$ cat src/rtl/fpu_f64_pkg.sv
// Shared types for the f64 op scheduler: op codes, FSM states and the op-to-unit-func map.
package fpu_f64_pkg;

  typedef enum logic [2:0] {
    OP_GT  = 3'd0,
    OP_GE  = 3'd1,
    OP_LT  = 3'd2,
    OP_LE  = 3'd3,
    OP_F2I = 3'd4,
    OP_I2F = 3'd5,
    OP_U2F = 3'd6,
    OP_INV = 3'd7
  } fpu_op_e;

  typedef enum logic [1:0] {
    ST_IDLE  = 2'd0,
    ST_ISSUE = 2'd1,
    ST_WAIT  = 2'd2,
    ST_RESP  = 2'd3
  } sched_state_e;

  localparam logic [1:0] CVT_FUNC_NONE = 2'd0;
  localparam logic [1:0] CVT_FUNC_F2I  = 2'd1;
  localparam logic [1:0] CVT_FUNC_I2F  = 2'd2;
  localparam logic [1:0] CVT_FUNC_U2F  = 2'd3;

  function automatic logic is_cvt_op(input fpu_op_e op);
    return (op == OP_F2I) || (op == OP_I2F) || (op == OP_U2F);
  endfunction

  function automatic logic [1:0] cvt_func_of(input fpu_op_e op);
    case (op)
      OP_F2I:  return CVT_FUNC_F2I;
      OP_I2F:  return CVT_FUNC_I2F;
      OP_U2F:  return CVT_FUNC_U2F;
      default: return CVT_FUNC_NONE;
    endcase
  endfunction

endpackage

$ cat src/rtl/fpu_f64_op_scheduler_arb.sv
// Two-way round-robin arbiter; the pointer only moves when a grant is issued.
module fpu_rr_arb2 (
  input  logic clk,
  input  logic rst,
  input  logic en,
  input  logic req0,
  input  logic req1,
  output logic gnt0,
  output logic gnt1
);

  // prio_q = 0 favours req0, 1 favours req1
  logic prio_q;
  logic prio_d;

  always_comb begin
    gnt0 = en & req0 & (~req1 | ~prio_q);
    gnt1 = en & req1 & (~req0 | prio_q);
  end

  always_comb begin
    prio_d = prio_q;
    if (gnt0) prio_d = 1'b1;
    else if (gnt1) prio_d = 1'b0;
  end

  always_ff @(posedge clk) begin
    if (rst) prio_q <= 1'b0;
    else     prio_q <= prio_d;
  end

endmodule

$ cat src/rtl/fpu_f64_op_scheduler.sv
// Schedules ops from two requesters onto a compare unit and a convert unit, one at a time.
// Optional WAIT-state abort is enabled by defining FPU_SCHED_TIMEOUT_EN.
module fpu_f64_op_scheduler
  import fpu_f64_pkg::*;
#(
  parameter int TIMEOUT_CYC = 16
) (
  input  logic        clk,
  input  logic        rst,
  input  logic        clean,
  input  logic        req0_valid,
  output logic        req0_ready,
  input  logic [2:0]  req0_op,
  input  logic [63:0] req0_numA,
  input  logic [63:0] req0_numB,
  input  logic        req1_valid,
  output logic        req1_ready,
  input  logic [2:0]  req1_op,
  input  logic [63:0] req1_numA,
  input  logic [63:0] req1_numB,
  output logic        rsp_valid,
  input  logic        rsp_ready,
  output logic        rsp_id,
  output logic [63:0] rsp_data,
  output logic        rsp_err,
  output logic        cmp_start,
  output logic [63:0] cmp_numA,
  output logic [63:0] cmp_numB,
  output logic [1:0]  cmp_func,
  input  logic [63:0] cmp_numC,
  input  logic        cmp_ready,
  output logic        cvt_start,
  output logic [63:0] cvt_numA,
  output logic [63:0] cvt_numB,
  output logic [1:0]  cvt_func,
  input  logic [63:0] cvt_numC,
  input  logic        cvt_ready,
  input  logic        cvt_err
);

  sched_state_e state_q, state_d;
  fpu_op_e      op_q, op_d;
  logic [63:0]  num_a_q, num_a_d;
  logic [63:0]  num_b_q, num_b_d;
  logic         id_q, id_d;
  logic [63:0]  rsp_data_q, rsp_data_d;
  logic         rsp_err_q, rsp_err_d;

  logic arb_en, gnt0, gnt1, accept;
  logic op_is_cvt, op_is_inv, sel_ready, busy, capture, timeout_hit;

  // Accepts are only offered in IDLE and never in a flush or reset cycle
  assign arb_en = (state_q == ST_IDLE) && !clean && !rst;

  fpu_rr_arb2 u_arb (
    .clk  (clk),
    .rst  (rst),
    .en   (arb_en),
    .req0 (req0_valid),
    .req1 (req1_valid),
    .gnt0 (gnt0),
    .gnt1 (gnt1)
  );

  assign accept    = gnt0 | gnt1;
  assign op_is_cvt = is_cvt_op(op_q);
  assign op_is_inv = (op_q == OP_INV);
  assign sel_ready = op_is_cvt ? cvt_ready : cmp_ready;
  assign busy      = (state_q == ST_ISSUE) || (state_q == ST_WAIT);
  assign capture   = busy && !op_is_inv && sel_ready && !clean;

`ifdef FPU_SCHED_TIMEOUT_EN
  localparam int CNT_W = $clog2(TIMEOUT_CYC) + 1;
  logic [CNT_W-1:0] wait_cnt_q, wait_cnt_d;

  always_comb begin
    wait_cnt_d = '0;
    if (state_q == ST_WAIT) wait_cnt_d = wait_cnt_q + 1'b1;
  end

  always_ff @(posedge clk) begin
    if (rst) wait_cnt_q <= '0;
    else     wait_cnt_q <= wait_cnt_d;
  end

  assign timeout_hit = (state_q == ST_WAIT) && !sel_ready &&
                       (wait_cnt_q == CNT_W'(TIMEOUT_CYC - 1));
`else
  assign timeout_hit = 1'b0;
`endif

  always_ff @(posedge clk) begin
    if (rst) state_q <= ST_IDLE;
    else     state_q <= state_d;
  end

  always_comb begin
    state_d = state_q;
    case (state_q)
      ST_IDLE:  if (accept) state_d = ST_ISSUE;
      ST_ISSUE: state_d = (op_is_inv || sel_ready) ? ST_RESP : ST_WAIT;
      ST_WAIT:  if (sel_ready || timeout_hit) state_d = ST_RESP;
      ST_RESP:  if (rsp_ready) state_d = ST_IDLE;
      default:  state_d = ST_IDLE;
    endcase
    if (clean) state_d = ST_IDLE;
  end

  always_comb begin
    rsp_valid = (state_q == ST_RESP);
    cmp_start = (state_q == ST_ISSUE) && !op_is_cvt && !op_is_inv && !clean && !rst;
    cvt_start = (state_q == ST_ISSUE) && op_is_cvt && !clean && !rst;
  end

  always_comb begin
    op_d       = op_q;
    num_a_d    = num_a_q;
    num_b_d    = num_b_q;
    id_d       = id_q;
    rsp_data_d = rsp_data_q;
    rsp_err_d  = rsp_err_q;
    if (accept) begin
      op_d    = gnt1 ? fpu_op_e'(req1_op) : fpu_op_e'(req0_op);
      num_a_d = gnt1 ? req1_numA : req0_numA;
      num_b_d = gnt1 ? req1_numB : req0_numB;
      id_d    = gnt1;
    end
    if (capture) begin
      rsp_data_d = op_is_cvt ? cvt_numC : cmp_numC;
      rsp_err_d  = op_is_cvt & cvt_err;
    end else if (!clean && ((state_q == ST_ISSUE && op_is_inv) || timeout_hit)) begin
      rsp_data_d = '0;
      rsp_err_d  = 1'b1;
    end
  end

  always_ff @(posedge clk) begin
    if (rst) begin
      op_q       <= OP_GT;
      num_a_q    <= '0;
      num_b_q    <= '0;
      id_q       <= 1'b0;
      rsp_data_q <= '0;
      rsp_err_q  <= 1'b0;
    end else begin
      op_q       <= op_d;
      num_a_q    <= num_a_d;
      num_b_q    <= num_b_d;
      id_q       <= id_d;
      rsp_data_q <= rsp_data_d;
      rsp_err_q  <= rsp_err_d;
    end
  end

  assign req0_ready = gnt0;
  assign req1_ready = gnt1;
  assign rsp_id     = id_q;
  assign rsp_data   = rsp_data_q;
  assign rsp_err    = rsp_err_q;
  assign cmp_numA   = num_a_q;
  assign cmp_numB   = num_b_q;
  assign cmp_func   = op_q[1:0];
  assign cvt_numA   = num_a_q;
  assign cvt_numB   = num_b_q;
  assign cvt_func   = cvt_func_of(op_q);

endmodule

$ cat config.mk
export PLATFORM = sky130hd
export DESIGN_NAME = fpu_f64_op_scheduler
export DESIGN_NICKNAME = d
export VERILOG_FILES = /design/src/rtl/fpu_f64_pkg.sv /design/src/rtl/fpu_f64_op_scheduler_arb.sv /design/src/rtl/fpu_f64_op_scheduler.sv
export SDC_FILE = /design/constraint.sdc
export NUM_CORES = 1
export LEC_CHECK = 0
export ABC_AREA = 1
export BUFFER_PORTS_ARGS = -buffer_cell sky130_fd_sc_hd__buf_2
export CORE_AREA = 2 2 286 288
export DETAILED_ROUTE_END_ITERATION = 16
export DIE_AREA = 0 0 288 290
export GPL_ROUTABILITY_DRIVEN = 0
export HOLD_SLACK_MARGIN = 0.02
export PLACE_DENSITY_LB_ADDON = 0.25
export SLEW_MARGIN = 30
export SYNTH_ARGS = -nofsm -noshare
export SYNTH_HDL_FRONTEND = slang
export SYNTH_SLANG_ARGS = --single-unit
$ cat constraint.sdc
create_clock -name clk -period 2.96 [get_ports clk]
set_input_delay 0.148 -clock clk [delete_from_list [all_inputs] [get_ports clk]]
set_output_delay 0.148 -clock clk [all_outputs]
set_load 0.05 [all_outputs]
Word-level counts from Yosys, hierarchy flattened
Index checks and enable logic that the tools add are counted.

Register bits: 200. Latch bits: 0. Bits in writable memories: 0. Bits in read-only memories: 0. Input bits: 399. Logic and storage cells: 73. Memories kept: 0.

$add $sub $neg: 0. $mul: 0. Divide/modulo/power cells: 0. Order comparisons: 0. Equal/unequal tests: 10. Shifts and indexed selects: 0. Multiplexer cells: 17. Bitwise gates (word level): 11. Reductions and logical operators: 27.

Operators with widths (number): 64-bit 2-to-1 mux (5); 1-bit logical AND (14); 3-bit == test, second input constant (4); 2-bit one-hot mux with 4 select lines (1); 1-bit 2-to-1 mux (6); 2-bit 2-to-1 mux (3); 2-bit one-hot mux with 3 select lines (1); 1-bit bitwise AND (5); 2-bit == test, second input constant (2); 1-bit zero test (4); 1-bit logical OR (4); 2-bit inequality test, second input constant (2); 2-bit nonzero test (2); 3-bit 2-to-1 mux (1); 1-bit NOT (3); 1-bit OR (3); 3-bit AND reduction (1); 2-bit by 1-bit == test with 1-bit output, second input constant (1); 2-bit zero test (1); 2-bit by 1-bit inequality test with 1-bit output, second input constant (1); 2-bit OR reduction (1).

Depth between registers and ports, before layout
Word-level depth: 8. Gate-level depth with buffers: 12. Mapped depth without buffers: 10.

Hierarchy
Synthesis repeated with hierarchy kept, for this count alone.

Cell total of the unflattened synthesis: 1669. Area total of the unflattened synthesis: 10607.7 um2.

By module, submodules not included: fpu_f64_op_scheduler (times used 1, cells an instance 1658, area an instance 10541.4 um2); fpu_rr_arb2 (times used 1, cells an instance 11, area an instance 66.3 um2).

Worst setup path after synthesis
Ideal clock, no wire load.

Kind: flip-flop to flip-flop. Start point: register state_q[0]. End point: register num_a_q[0] (netlist: cmp_numA[0]). Library setup time: 70 ps. Data arrival time: 1608 ps. Data required time: 2890 ps. Setup slack: 1282 ps. Stages on the path, launching flop included: 12. Buffers on the path: 1. Period minus slack after synthesis: 1678 ps. Cells stage by stage: dfxtp_1 inv_1 ha_1 nand2_1 nor2_4 nand2_4 inv_2 buf_2 nor2_1 nor2_1 o21ai_1 a21oi_1.

Word-level cells in the longest chain between the ends: 6. Elaborated cells between the ends (all ways): 9.

Ends and longest elaborated chain: start, declared (RTL line fpu_f64_op_scheduler.sv:41) `sched_state_e state_q, state_d;`; start signal, assigned (RTL line fpu_f64_op_scheduler.sv:94) `else state_q <= state_d;`; 2-bit zero test (*) (RTL line fpu_f64_op_scheduler.sv:53) `assign arb_en = (state_q == ST_IDLE) && !clean && !rst;`; 1-bit logical AND (*) (2 in series) (RTL line fpu_f64_op_scheduler.sv:53); 1-bit bitwise AND (*) (2 in series) (RTL line fpu_f64_op_scheduler_arb.sv:18) `gnt1 = en & req1 & (~req0 | prio_q);`; net req1_ready (RTL line fpu_f64_op_scheduler.sv:17) `output logic req1_ready,`; 64-bit 2-to-1 mux / 1-bit OR (equally long branches) (RTL line fpu_f64_op_scheduler.sv:124, fpu_f64_op_scheduler.sv:65); end signal, assigned (RTL line fpu_f64_op_scheduler.sv:147) `num_a_q <= num_a_d;`; end, declared (RTL line fpu_f64_op_scheduler.sv:43) `logic [63:0] num_a_q, num_a_d;`.

Mark *: on every way through the listed nets, which the timed path passes. The rest lies on a longest branch. A chain may end at the register's enable or synchronous reset.

Worst setup path in the final report
Start point: register state_q[0]. End point: register num_b_q[30] (netlist: cmp_numB[30]).

Word-level cells in the longest chain between the ends: 6. Elaborated cells between the ends (all ways): 9.

Ends and longest elaborated chain: 2-bit zero test (*) (RTL line fpu_f64_op_scheduler.sv:53); 1-bit logical AND (*) (2 in series) (RTL line fpu_f64_op_scheduler.sv:53); 1-bit bitwise AND (on tied branches) (2 in series) (RTL line fpu_f64_op_scheduler_arb.sv:18, fpu_f64_op_scheduler_arb.sv:17); 64-bit 2-to-1 mux / 1-bit OR (equally long branches) (RTL line fpu_f64_op_scheduler.sv:125, fpu_f64_op_scheduler.sv:65); end signal, assigned (RTL line fpu_f64_op_scheduler.sv:148) `num_b_q <= num_b_d;`; end, declared (RTL line fpu_f64_op_scheduler.sv:44) `logic [63:0] num_b_q, num_b_d;`.

Mark *: on every way between the ends. The rest lies on a longest branch, timed or not.

==> reports/metrics.cfg <==
[sta]
fmax_mhz=368
fin_crit_sh_pct=91.9
setup_viol=0
fin_skew_ns=0.0169
final_max_slew_viol_count=0
tightest_slew_ns=0.900
slew_headroom_pct=40.0
tns_ns=0
hold_ws_ns=0.0679
rsz0062_at_grt=no
layout_min_cycle_time_ns=2.72
hold_viol_final=0

[floorplanning]
die_h_microns=290
row_count=104
core-area_sq_um=80200
ios=730
die_width_microns=288
die_area_sq_um=83500
initial_core_util_pct=13.0

[worst_setup_path]
worstPathCellList=inv_1, ha_1, nand2_1, nor2_4, buf_6, nand2_2, nand2_4, clkinv_8, buf_16, nor2_1, o21ai_1, dlygate4sd3_1, a21oi_1
crit_path_end_kind=register
crit_family=buffers and inverters
arrival_ns=3.13
critical_path_class=register to register
crit_required_ns=3.37
cp_num_buf_inv=5
slowest_stage=dlygate4sd3_1
cpPeakStageDelay_ns=0.58
critPathLaunchType=register
path_max_fanout=33

[pwr]
p_int_w=0.00487
p_comb_share_pct=29.1
ir_drop_mv=0.408
p_seq_share_pct=37.8
p_sw_w=0.00280
total_leakage_power_nw=8.33
swShare_pct=36.5
pwr-share-clk_pct=33.1
power_density_nw_per_um2=422

[outcome]
status=complete, no violations

[clocking]
htree_levels=4
tritoncts=yes
cts_max_path_buffers=2
numCtsBuffers=17
cts.clk_slew.worst_paths_ns=0.09
root_buffer=clkbuf_16
clk_latency_ns=0.49
cts_sinks=200

[yosys]
synth_most_common_cell=nand2_1
synth_cell_types=22
syn_inst=1555
syn_nets=1959
ys.flop_type=dfxtp_1
synth_edf_count=0
syn_area_per_cell_sq_um=6.68
synthArstFlopShare_pct=0
yosysTopAreaCell=dfxtp_1
netlist_area_sq_um=10400
ys_top_cells_by_area=dfxtp_1, nand2_1, buf_4
ys_top_cells_by_count=nand2_1, nor2_1, a21oi_1
synth_top_area_share_pct=38.5
ys_warn_count=0
ys_seq_area_share_pct=38.5
synth_seq_cells=200

[global_route]
grt_pass1_wl_microns=78600
antenna_found_initial=14
grt_pass1_vias=12785
grt_usage_pct=12.3
overflow=0
grt_max_degree=98

[routing]
drt_iter0_markers=441
wl_per_cell_microns=16.1
totalWireLength_microns=56300
vias=13336
postRouteAntennaNets=0
via_per_inst=3.82
drc=0
drt_pass1_iterations=4

[final_layout]
finalNetCount=2817
drive_gt1_share_pct=33.2
area_delta_synth_final_pct=75.0

[placed_design]
dp_hpwl_microns=39500
port_buffers=729

[job]
max-cap-violations=0

[worst_hold_path]
hold_path_class=input port to register

==> timing repair <==
item                                    in CTS  in global routing
endpoints found under the setup margin       0                 69
hold buffers                               327                  0
gates resized for setup                      0                  9
buffers inserted                             0                  5
hold endpoints to repair                   188                  0
==> power groups by stage <==
stage | clock network, W | logic (W) | registers (W)
after floorplan | 0 | 0.000968 | 0.00329
after global placement | 0 | 0.00184 | 0.00297
after detailed placement | 0 | 0.00183 | 0.00297
after CTS | 0.00268 | 0.00220 | 0.00290
after global routing | 0.00277 | 0.00241 | 0.00292
final | 0.00254 | 0.00223 | 0.00290
==> flip-flops by register name (all words and copies together), names as in the netlist <==
| register | flops |
|---|---|
| cmp_numA | 64 |
| cmp_numB | 64 |
| op_q | 3 |
| rsp_data | 64 |
| rsp_err | 1 |
| rsp_id | 1 |
| state_q | 2 |
| u_arb.prio_q | 1 |
==> through the flow <==
step	cells	util [%]	setup slack, ns	power, W	area (sq um)
finish	3491	22.7	0.241	0.00767	18200
global route	3488	22.7	0.0162	0.00809	18200
CTS	3475	22.4	0.0247	0.00779	18000
detailed placement	3117	17.6	0.564	0.00480	14100
global placement	3117	17.6	0.582	0.00481	14100
floorplan	1555	-	1.28	0.00426	10400
==> final cells by class <==
cell class                      instances  area, sq um
Fill cell                            9210        62000
Tap cell                             1060         1330
Antenna cell                            6         15.0
Clock buffer                           19          453
Clock inverter                         12          134
Timing Repair inverter                  1         8.76
Multi-Input combinational cell       1092         4800
Timing Repair Buffer                 1087         7370
Sequential cell                       200         4000
Inverter                               14         70.1
==> per-layer routing <==
metal  GRT usage (%)  routed length, microns  part of all wire, %  up-vias
met5               0                      44                0.078        -
met4            3.58                     887                  1.6        8
met3            2.89                    3350                  6.0       53
met2            22.1                   28400                   50      468
met1            14.4                   23700                   42     6147
li1                -                       -                    -     6660
==> worst min-delay path, cell delays in order <==
cell	delay (ns)
buf_2	0.08
nor2_1	0.04
nor2_1	0.07
o21ai_1	0.07
a21oi_1	0.10
==> path summary, 6_finish.rpt <==
check	cells after the start	from	to	slack (ns)
worst min-delay path	5	req0_numB[23]	cmp_numB[23]$_SDFFE_PP0P_	0.07
worst max-delay path	13	state_q[0]$_SDFFE_PP0P_	cmp_numB[30]$_SDFFE_PP0P_	0.24
worst max register to register	13	state_q[0]$_SDFFE_PP0P_	cmp_numB[30]$_SDFFE_PP0P_	0.24
worst min register to register	2	rsp_id$_SDFFE_PP0P_	rsp_id$_SDFFE_PP0P_	0.47
==> cells in the final DEF (no fill, tap or decap), types with 3 or more instances in the layout <==
master         count
buf_2            728
nand2_1          336
dlygate4sd3_1    327
nor2_1           270
a21oi_1          201
dfxtp_1          200
nand3_1          137
o21ai_1           89
o21ai_0           42
clkbuf_16         20
buf_4             17
inv_1              9
diode_2            6
buf_12             6
ha_1               5
nand2_2            4
inv_8              4
clkinv_4           4
buf_16             4
inv_2              3
inv_6              3
==> cells by family after synthesis <==
family                   synth area share (%)
adder cells (fa/ha/maj)                 0.602
AO/OA/AOI/OAI                            16.1
buffers and inverters                    15.6
AND/OR/NAND/NOR                          29.1
flip-flops                               38.5
Note: power is estimated with default switching activity, not from simulation.
